==> config.mk <==
export PLATFORM = sky130hd
export DESIGN_NAME = anf_fl_tex_coord_unit_flat
export DESIGN_NICKNAME = d
export VERILOG_FILES = /design/src/rtl/anf_fl_tex_coord_unit_if.sv /design/src/rtl/anf_fl_tex_coord_unit.sv /design/src/flat_wrapper.sv
export SDC_FILE = /design/constraint.sdc
export NUM_CORES = 1
export LEC_CHECK = 0
export CORE_MARGIN = 1
export CORE_UTILIZATION = 50
export DETAILED_ROUTE_END_ITERATION = 7
export PLACE_DENSITY_LB_ADDON = 0.3
export REMOVE_ABC_BUFFERS = 1
export SYNTH_ARGS = -nofsm -noshare
export SYNTH_HDL_FRONTEND = slang
export SYNTH_SLANG_ARGS = --single-unit
export TNS_END_PERCENT = 10
==> constraint.sdc <==
create_clock -name clk -period 8.1 [get_ports clk]
set_input_delay 2.43 -clock clk [delete_from_list [all_inputs] [get_ports clk]]
set_output_delay 2.43 -clock clk [all_outputs]
set_load 0.02 [all_outputs]
==> src/rtl/anf_fl_tex_coord_unit_if.sv <==
// Request/response bundle for the texture coordinate denormaliser.
// master: shader-side driver of requests and consumer of results.
// slave : the coordinate unit (accepts requests, produces results).
// Ports: in_valid/in_ready/in_u/in_v/in_exp_u/in_exp_v/in_mode_u/in_mode_v/in_tag,
//        out_valid/out_ready/out_idx_u/out_idx_v/out_border/out_idx1_u/out_idx1_v/
//        out_wt_u/out_wt_v/out_tag.
interface anf_fl_tex_coord_unit_if #(
  parameter int COORD_W  = 32,
  parameter int MAX_EXP  = 15,
  parameter int WEIGHT_W = 4,
  parameter int TAG_W    = 8
);
  localparam int IDX_W = MAX_EXP;
  localparam int EXP_W = $clog2(MAX_EXP + 1);

  logic                in_valid;
  logic                in_ready;
  logic [COORD_W-1:0]  in_u;
  logic [COORD_W-1:0]  in_v;
  logic [EXP_W-1:0]    in_exp_u;
  logic [EXP_W-1:0]    in_exp_v;
  logic [1:0]          in_mode_u;
  logic [1:0]          in_mode_v;
  logic [TAG_W-1:0]    in_tag;

  logic                out_valid;
  logic                out_ready;
  logic [IDX_W-1:0]    out_idx_u;
  logic [IDX_W-1:0]    out_idx_v;
  logic                out_border;
  logic [IDX_W-1:0]    out_idx1_u;
  logic [IDX_W-1:0]    out_idx1_v;
  logic [WEIGHT_W-1:0] out_wt_u;
  logic [WEIGHT_W-1:0] out_wt_v;
  logic [TAG_W-1:0]    out_tag;

  modport master (
    output in_valid, in_u, in_v, in_exp_u, in_exp_v, in_mode_u, in_mode_v, in_tag,
    output out_ready,
    input  in_ready,
    input  out_valid, out_idx_u, out_idx_v, out_border, out_idx1_u, out_idx1_v,
    input  out_wt_u, out_wt_v, out_tag
  );

  modport slave (
    input  in_valid, in_u, in_v, in_exp_u, in_exp_v, in_mode_u, in_mode_v, in_tag,
    input  out_ready,
    output in_ready,
    output out_valid, out_idx_u, out_idx_v, out_border, out_idx1_u, out_idx1_v,
    output out_wt_u, out_wt_v, out_tag
  );
endinterface

==> src/rtl/anf_fl_tex_coord_unit.sv <==
// Purpose: denormalise signed fixed-point (U,V) coords to texel indices with per-axis
//          power-of-two size and repeat/mirror/clamp/border wrap; tag passes through.
// Latency: 2 register stages (S1 = scaled integer coord, S2 = wrapped output), 1/cycle.
// Backpressure: out_ready low stalls S2, then S1; in_ready = ~s1_valid | s1_adv.
// Ports: clk, rst_n (async active-low), bus (anf_fl_tex_coord_unit_if.slave).
// Option: define TEX_COORD_BILERP_EN for half-texel offset, neighbour index and weights;
//         otherwise out_idx1_* and out_wt_* are tied to 0.
module anf_fl_tex_coord_unit #(
  parameter int COORD_W  = 32,
  parameter int FRAC_W   = 16,
  parameter int MAX_EXP  = 15,
  parameter int WEIGHT_W = 4,
  parameter int TAG_W    = 8
) (
  input logic                   clk,
  input logic                   rst_n,
  anf_fl_tex_coord_unit_if.slave bus
);
  localparam int IDX_W = MAX_EXP;
  localparam int EXP_W = $clog2(MAX_EXP + 1);
  localparam int INT_W = COORD_W - FRAC_W + MAX_EXP;
  // One spare integer bit so the half-texel subtract and i+1 can never wrap,
  // even for the most negative/positive coord at the largest size.
  localparam int I_W   = INT_W + 1;
  localparam int P_W   = I_W + FRAC_W;

  localparam logic [1:0] MODE_REPEAT = 2'b00;
  localparam logic [1:0] MODE_MIRROR = 2'b01;
  localparam logic [1:0] MODE_CLAMP  = 2'b10;
  localparam logic [1:0] MODE_BORDER = 2'b11;

  typedef struct packed {
    logic [I_W-1:0]      i;     // floor of scaled coord, two's complement
    logic [EXP_W-1:0]    e;     // saturated log2 size
    logic [1:0]          mode;
`ifdef TEX_COORD_BILERP_EN
    logic [WEIGHT_W-1:0] wt;    // top fraction bits toward neighbour
`endif
  } axis_t;

  typedef struct packed {
    logic [IDX_W-1:0] idx;
    logic             oob;      // i outside [0, N)
  } wrap_t;

  typedef struct packed {
    logic [IDX_W-1:0]    idx_u;
    logic [IDX_W-1:0]    idx_v;
    logic                border;
    logic [TAG_W-1:0]    tag;
`ifdef TEX_COORD_BILERP_EN
    logic [IDX_W-1:0]    idx1_u;
    logic [IDX_W-1:0]    idx1_v;
    logic [WEIGHT_W-1:0] wt_u;
    logic [WEIGHT_W-1:0] wt_v;
`endif
  } res_t;

  // S1 per-axis math: sign-extend, scale by 2^exp, optional half-texel shift, floor.
  function automatic axis_t s1_axis(input logic [COORD_W-1:0] coord,
                                    input logic [EXP_W-1:0]   exp_raw,
                                    input logic [1:0]         mode);
    axis_t            r;
    logic [EXP_W-1:0] e;
    logic [P_W-1:0]   p;
    e = (32'(exp_raw) > MAX_EXP) ? EXP_W'(MAX_EXP) : exp_raw;
    p = {{(P_W-COORD_W){coord[COORD_W-1]}}, coord} << e;
`ifdef TEX_COORD_BILERP_EN
    p    = p - (P_W'(1) << (FRAC_W - 1));
    r.wt = WEIGHT_W'(p >> (FRAC_W - WEIGHT_W));
`endif
    // Dropping the fraction bits of a two's complement value is floor().
    r.i    = I_W'(p >> FRAC_W);
    r.e    = e;
    r.mode = mode;
    return r;
  endfunction

  // S2 wrap of an integer texel coordinate into [0, 2^e).
  function automatic wrap_t wrap_idx(input logic [I_W-1:0]   i,
                                     input logic [EXP_W-1:0] e,
                                     input logic [1:0]       mode);
    wrap_t          r;
    logic [I_W-1:0] n;
    logic [I_W-1:0] n2;
    logic [I_W-1:0] m;
    logic [I_W-1:0] res;
    logic           neg;
    n   = I_W'(1) << e;
    n2  = n << 1;
    neg = i[I_W-1];
    // A negative i compares as a huge unsigned value, so it is out of range too.
    r.oob = neg | (i >= n);
    m     = i & (n2 - I_W'(1));
    case (mode)
      MODE_REPEAT: res = i & (n - I_W'(1));
      MODE_MIRROR: res = (m < n) ? m : (n2 - I_W'(1) - m);
      MODE_CLAMP:  res = neg ? '0 : ((i >= n) ? (n - I_W'(1)) : i);
      default:     res = r.oob ? '0 : i;
    endcase
    r.idx = IDX_W'(res);
    return r;
  endfunction

  logic             s1_valid_d, s1_valid_q;
  axis_t            s1_u_d, s1_u_q;
  axis_t            s1_v_d, s1_v_q;
  logic [TAG_W-1:0] s1_tag_d, s1_tag_q;
  logic             out_valid_d, out_valid_q;
  res_t             out_d, out_q;

  logic             s1_adv;
  logic             s2_adv;
  wrap_t            w_u, w_v;
`ifdef TEX_COORD_BILERP_EN
  wrap_t            w1_u, w1_v;
`endif

  assign s2_adv       = ~out_valid_q | bus.out_ready;
  assign s1_adv       = ~s1_valid_q | s2_adv;
  assign bus.in_ready = s1_adv;

  always_comb begin
    w_u = wrap_idx(s1_u_q.i, s1_u_q.e, s1_u_q.mode);
    w_v = wrap_idx(s1_v_q.i, s1_v_q.e, s1_v_q.mode);
`ifdef TEX_COORD_BILERP_EN
    w1_u = wrap_idx(s1_u_q.i + I_W'(1), s1_u_q.e, s1_u_q.mode);
    w1_v = wrap_idx(s1_v_q.i + I_W'(1), s1_v_q.e, s1_v_q.mode);
`endif

    s1_valid_d  = s1_valid_q;
    s1_u_d      = s1_u_q;
    s1_v_d      = s1_v_q;
    s1_tag_d    = s1_tag_q;
    out_valid_d = out_valid_q;
    out_d       = out_q;

    // Input fields are only captured on an accepting edge.
    if (s1_adv) begin
      s1_valid_d = bus.in_valid;
      if (bus.in_valid) begin
        s1_u_d   = s1_axis(bus.in_u, bus.in_exp_u, bus.in_mode_u);
        s1_v_d   = s1_axis(bus.in_v, bus.in_exp_v, bus.in_mode_v);
        s1_tag_d = bus.in_tag;
      end
    end

    if (s2_adv) begin
      out_valid_d = s1_valid_q;
      if (s1_valid_q) begin
        out_d.idx_u  = w_u.idx;
        out_d.idx_v  = w_v.idx;
        out_d.border = ((s1_u_q.mode == MODE_BORDER) && w_u.oob) ||
                       ((s1_v_q.mode == MODE_BORDER) && w_v.oob);
        out_d.tag    = s1_tag_q;
`ifdef TEX_COORD_BILERP_EN
        out_d.border = out_d.border ||
                       ((s1_u_q.mode == MODE_BORDER) && w1_u.oob) ||
                       ((s1_v_q.mode == MODE_BORDER) && w1_v.oob);
        out_d.idx1_u = w1_u.idx;
        out_d.idx1_v = w1_v.idx;
        out_d.wt_u   = s1_u_q.wt;
        out_d.wt_v   = s1_v_q.wt;
`endif
      end
    end
  end

  always_ff @(posedge clk or negedge rst_n) begin
    if (!rst_n) begin
      s1_valid_q  <= 1'b0;
      s1_u_q      <= '0;
      s1_v_q      <= '0;
      s1_tag_q    <= '0;
      out_valid_q <= 1'b0;
      out_q       <= '0;
    end else begin
      s1_valid_q  <= s1_valid_d;
      s1_u_q      <= s1_u_d;
      s1_v_q      <= s1_v_d;
      s1_tag_q    <= s1_tag_d;
      out_valid_q <= out_valid_d;
      out_q       <= out_d;
    end
  end

  assign bus.out_valid  = out_valid_q;
  assign bus.out_idx_u  = out_q.idx_u;
  assign bus.out_idx_v  = out_q.idx_v;
  assign bus.out_border = out_q.border;
  assign bus.out_tag    = out_q.tag;
`ifdef TEX_COORD_BILERP_EN
  assign bus.out_idx1_u = out_q.idx1_u;
  assign bus.out_idx1_v = out_q.idx1_v;
  assign bus.out_wt_u   = out_q.wt_u;
  assign bus.out_wt_v   = out_q.wt_v;
`else
  assign bus.out_idx1_u = IDX_W'(0);
  assign bus.out_idx1_v = IDX_W'(0);
  assign bus.out_wt_u   = WEIGHT_W'(0);
  assign bus.out_wt_v   = WEIGHT_W'(0);
`endif
endmodule

==> src/flat_wrapper.sv <==
// flat-port wrapper written by rule: the top's interface ports become plain ports
module anf_fl_tex_coord_unit_flat 
#(
  parameter int COORD_W  = 32,
  parameter int FRAC_W   = 16,
  parameter int MAX_EXP  = 15,
  parameter int WEIGHT_W = 4,
  parameter int TAG_W    = 8
)
  (clk, rst_n, bus_in_valid, bus_in_u, bus_in_v, bus_in_exp_u, bus_in_exp_v, bus_in_mode_u, bus_in_mode_v, bus_in_tag, bus_out_ready, bus_in_ready, bus_out_valid, bus_out_idx_u, bus_out_idx_v, bus_out_border, bus_out_idx1_u, bus_out_idx1_v, bus_out_wt_u, bus_out_wt_v, bus_out_tag);
  anf_fl_tex_coord_unit_if #(.COORD_W(COORD_W), .MAX_EXP(MAX_EXP), .WEIGHT_W(WEIGHT_W), .TAG_W(TAG_W)) bus_i ();
  input logic clk;
  input logic rst_n;
  input wire logic [$bits(bus_i.in_valid)-1:0] bus_in_valid;
  input wire logic [$bits(bus_i.in_u)-1:0] bus_in_u;
  input wire logic [$bits(bus_i.in_v)-1:0] bus_in_v;
  input wire logic [$bits(bus_i.in_exp_u)-1:0] bus_in_exp_u;
  input wire logic [$bits(bus_i.in_exp_v)-1:0] bus_in_exp_v;
  input wire logic [$bits(bus_i.in_mode_u)-1:0] bus_in_mode_u;
  input wire logic [$bits(bus_i.in_mode_v)-1:0] bus_in_mode_v;
  input wire logic [$bits(bus_i.in_tag)-1:0] bus_in_tag;
  input wire logic [$bits(bus_i.out_ready)-1:0] bus_out_ready;
  output wire logic [$bits(bus_i.in_ready)-1:0] bus_in_ready;
  output wire logic [$bits(bus_i.out_valid)-1:0] bus_out_valid;
  output wire logic [$bits(bus_i.out_idx_u)-1:0] bus_out_idx_u;
  output wire logic [$bits(bus_i.out_idx_v)-1:0] bus_out_idx_v;
  output wire logic [$bits(bus_i.out_border)-1:0] bus_out_border;
  output wire logic [$bits(bus_i.out_idx1_u)-1:0] bus_out_idx1_u;
  output wire logic [$bits(bus_i.out_idx1_v)-1:0] bus_out_idx1_v;
  output wire logic [$bits(bus_i.out_wt_u)-1:0] bus_out_wt_u;
  output wire logic [$bits(bus_i.out_wt_v)-1:0] bus_out_wt_v;
  output wire logic [$bits(bus_i.out_tag)-1:0] bus_out_tag;
  assign bus_i.in_valid = bus_in_valid;
  assign bus_i.in_u = bus_in_u;
  assign bus_i.in_v = bus_in_v;
  assign bus_i.in_exp_u = bus_in_exp_u;
  assign bus_i.in_exp_v = bus_in_exp_v;
  assign bus_i.in_mode_u = bus_in_mode_u;
  assign bus_i.in_mode_v = bus_in_mode_v;
  assign bus_i.in_tag = bus_in_tag;
  assign bus_i.out_ready = bus_out_ready;
  assign bus_in_ready = bus_i.in_ready;
  assign bus_out_valid = bus_i.out_valid;
  assign bus_out_idx_u = bus_i.out_idx_u;
  assign bus_out_idx_v = bus_i.out_idx_v;
  assign bus_out_border = bus_i.out_border;
  assign bus_out_idx1_u = bus_i.out_idx1_u;
  assign bus_out_idx1_v = bus_i.out_idx1_v;
  assign bus_out_wt_u = bus_i.out_wt_u;
  assign bus_out_wt_v = bus_i.out_wt_v;
  assign bus_out_tag = bus_i.out_tag;
  anf_fl_tex_coord_unit #(.COORD_W(COORD_W), .FRAC_W(FRAC_W), .MAX_EXP(MAX_EXP), .WEIGHT_W(WEIGHT_W), .TAG_W(TAG_W)) u_core (.clk(clk), .rst_n(rst_n), .bus(bus_i));
endmodule
* Yosys cells after proc, flatten, opt, wreduce, memory -nomap -nowiden
Cells that the tools add are included.
Word-level totals: register bits 125, output and inout bits 79
Cells by class: add/subtract/negate cells 6, order comparisons 4, eq/ne operators 6, shift operators 4, mux-type cells 10, bitwise gates (word level) 10, reduce and logical (&&, ||, !) cells 7
Operators with widths (count):
- $mux W15 | 8
- $shl A48 B4 Y48 | 2
- $pmux W15 S3 | 2
- $and A32 B32 Y32 | 2
- $ge A32 B32 Y1 | 2
- $lt A32 B32 Y1 | 2
- $shl A1 B4 Y32 const A | 2
- $sub A32 B1 Y32 const B | 2
- $and A15 B15 Y15 | 2
- $sub A15 B1 Y15 const B | 2
- $sub A15 B15 Y15 | 2
- $eq A2 B2 Y1 const B | 4
- $eq A2 B1 Y1 const B | 2
- $logic_not A2 Y1 | 2
- $or A1 B1 Y1 | 4
- $reduce_and A2 Y1 | 2
- $logic_and A1 B1 Y1 | 2
- $not A1 Y1 | 2
- $logic_or A1 B1 Y1 | 1

* Longest topological paths before layout
depth after elaboration 6, depth in mapped cells 22, gate-level depth less buffers 17

* Worst setup path after synthesis
OpenSTA, ideal clock, no wires.
kind input to output, start input port bus_out_ready, end output port bus_in_ready, data arrival time 2713 ps, required time 5670 ps, setup slack 2957 ps, cell stages on the path 1, buffers on the path 0, path through nand3b_1
Between the ends: cells in the longest elaborated chain, start to end 2
RTL lines:
- start, declared | line flat_wrapper.sv:22 | input wire logic [$bits(bus_i.out_ready)-1:0] bus_out_ready;
- $or A1 B1 Y1 | line anf_fl_tex_coord_unit.sv:119 | assign s2_adv = ~out_valid_q | bus.out_ready;
- $or A1 B1 Y1 | line anf_fl_tex_coord_unit.sv:120 | assign s1_adv = ~s1_valid_q | s2_adv;
- end, declared | line flat_wrapper.sv:23 | output wire logic [$bits(bus_i.in_ready)-1:0] bus_in_ready;
Every way passes these cells.

* Worst setup path after layout
Ends and elaborated chain as after synthesis.

==> impl_results.md <==
- CTS sink cnt: 123
- Critical path class: input pin to primary output
- Startpoint Class: input pin
- Slew @ Worst Pin: 1.10 ns
- Fmax: 163 MHz
- I/O pins: 167
- CTS tree: yes
- Synthesis-to-layout area growth: 14.6%
- Fin crit period: 6.15 ns
- Fin area: 13100 sq um
- Count of different cell masters after synthesis: 94
- Final setup vio count: 0
- IO Port Bufs: 126
- Switching Power: 1.19 mW
- # Max-Cap Violations: 0
- #FFs+latches synth: 123
- Post-layout nets: 1572
- Post-route DRC: 0
- Ys Warns: 0
- GR Util All Layers: 26.3%
- Pint: 1.76 mW
- Post-synth ARST share: 100%
- Initial antenna violation count: 0
- Mean Syn Cell Area: 8.36 sq um
- Final clock skew: 0.00734 ns
- Period utilisation layout: 76.0%
- Routed len/inst: 17.8 microns
- Vias in the first global route: 9790
- Post-DP HPWL: 22500 microns
- First-pass DRT Iterations: 7
- Cells after Synth: 1367
- Final core utilization: 59.3%
- Hold WC Path Type: flop to flop
- Starting DRT DRC Count: 895
- CTS root buf: clkbuf_16
- CP Data Arrival Time: 3.72 ns
- VDD IR max: 0.157 mV
- Routability Congestion: 0.957
- Worst EP required: 5.67 ns
- Smallest hold slack: 0.461 ns
- Register share of total power: 30.9%
- Slew Viols, Final: 0
- Post-synth EDFFs: 0
- Die area: 23500 sq um
- Core area: 22100 sq um
- Post-route ant nets: 0
- Cts bufs inserted: 17
- RSZ-0062 raised after global routing: false
- CTS Buffer Depth: 2
- Normalized max-slew margin: 26.4%
- Dpl cell area: 12500 sq um
- First-pass GRT wire length: 50000 microns
- Reg clk slew, reported paths: 0.06 ns
- Detailed Route WL: 30600 microns
- Starting Density: 51.7%
- Ys flop type: dfrtp_1
- Switching share of power: 40.4%
- Outcome: completed
- Die W: 153 microns
- Clk pwr share: 26.4%
- CP endpoint kind: primary output
- Hold buffers post-CTS: 0
- Final WS setup: 1.95 ns
- Cell Area, Synth: 11400 sq um
- Die height: 153 microns
- Postcts setup bufs: 0
- Post-CTS resize count: 0
- Register area share after synthesis: 26.9%
- Logic pwr share: 42.7%
- Clk_lat worst skew: 0.43 ns
- ANT cells: 0
- H-tree Lvls: 4
- # rows: 54
- Critical-path maximum fanout: 3
- Mean number of vias per cell: 6.17
- Pwr/cell area: 225 nW/um^2
- Final Hold Viols: 0
- GR Overflow Total: 0
- Vias: 10.6k
- Setup tns final: 0 ns
- Static leakage: 5.57 nW
- Share of layout cells above drive strength 1: 11.4%
- Worst slack at placement: 1.95 ns
- Largest net degree at the start of global routing: 97
- Total of fill cells in the finished design: 1973
-- final cells by class --
class                           count  area (sq um)  area share, %
Sequential cell                   123          3080           23.5
Clock inverter                     14           160           1.22
Clock buffer                       18           439           3.35
Inverter                           26          97.6          0.745
Tap cell                          280           350           2.67
Timing Repair Buffer              140          1360           10.4
Multi-Input combinational cell   1115          7610           58.1
-- placed cells by master, fill, tap and decap left out, types with 7 or more instances in the layout --
master,count
nor2_1,85
buf_4,15
mux2i_1,60
dfrtp_1,123
nand2b_1,13
nand4_1,13
or3_1,7
o211ai_1,14
nor4_1,14
and3_1,12
nand3_1,32
nand2_1,183
nor2b_1,25
ha_1,61
xor2_1,11
and2_1,18
mux4_2,22
a21oi_1,93
inv_1,26
clkbuf_16,17
clkdlybuf4s50_1,124
o21bai_1,15
nor3_1,21
conb_1,38
xnor2_1,7
a211oi_1,29
a31oi_1,25
mux2_2,51
a21o_1,32
o21ai_0,115
-- flip-flops by register name, indices dropped and copies added, names as in the netlist --
name / cells
u_core.bus.out_idx_u: 15
u_core.bus.out_border: 1
u_core.s1_tag_q: 8
u_core.s1_valid_q: 1
u_core.bus.out_tag: 8
u_core.bus.out_idx_v: 15
u_core.s1_v_q: 37
u_core.s1_u_q: 37
u_core.bus.out_valid: 1
-- power by group through the flow --
stage / logic, mW / clock network [mW] / registers, mW
after floorplan: 0.756 / 0 / 0.938
after global placement: 1.22 / 0 / 0.914
after detailed placement: 1.24 / 0 / 0.919
after CTS: 1.25 / 0.787 / 0.908
after global routing: 1.38 / 0.809 / 0.931
final: 1.26 / 0.779 / 0.912
-- final timing paths --
| check | endpoint | slack [ns] | startpoint | cells after the start |
|---|---|---|---|---|
| hold / removal | u_core.bus.out_tag[5] | 0.46 | u_core.s1_tag_q[5] | 2 |
| min in group asynchronous | u_core.bus.out_tag[2] | 2.07 | rst_n | 1 |
| hold reg to reg | u_core.bus.out_tag[5] | 0.46 | u_core.s1_tag_q[5] | 2 |
| setup / recovery | bus_in_ready | 1.95 | bus_out_ready | 3 |
| setup reg to reg | u_core.bus.out_idx_u[11] | 3.12 | u_core.s1_u_q[4] | 14 |
| max in group asynchronous | u_core.s1_u_q[28] | 4.69 | rst_n | 2 |
-- cells by family (layout without fill, tap and decap cells) --
family,Yosys count,after routing,synth area share [%]
DFF,123,123,26.9
buffers and inverters,166,198,7.73
adders and majority gates,61,61,6.68
and+or+nand+nor,458,458,19.2
other,1,38,0.0328
xor gates and xnor gates,18,18,1.38
muxes,133,133,14.6
AOI/OAI and AO/OA,407,407,23.4
-- metrics by stage --
stage	power (mW)	instances
global route	3.12	1716
floorplan	1.69	1264
detailed placement	2.16	1684
finish	2.95	1716
CTS	2.95	1716
global placement	2.13	1684
-- cells in the mapped netlist, drive strengths merged (15+ instances only) --
master	instances	share of area [%]
a211oi	32	2.2
a21o	32	2.1
a21oi	95	4.3
a31oi	25	1.4
and2	18	0.99
buf	71	4.3
clkbuf	69	2.6
dfrtp	123	27
ha	61	6.7
inv	26	0.85
mux2	51	5.0
mux2i	60	5.3
mux4	22	4.3
nand2	184	6.0
nand3	32	1.4
nor2	85	2.8
nor2b	26	1.4
nor3	23	1.1
nor4	15	0.95
o21ai	122	5.5
o21bai	15	0.99
-- critical path, stage by stage --
cell,delay (ns)
clkdlybuf4s50_1,0.46
nand3b_1,0.19
clkdlybuf4s50_1,0.64
-- per-layer routing --
layer	track usage [%]	vias to the layer above	part of all wire, %
met5	0	-	0
met4	10.3	0	2.5
met3	2.98	56	6.6
met2	40.5	477	44
met1	37.8	4992	46
li1	-	5059	-
No activity file was read; power rests on OpenSTA's default activity.
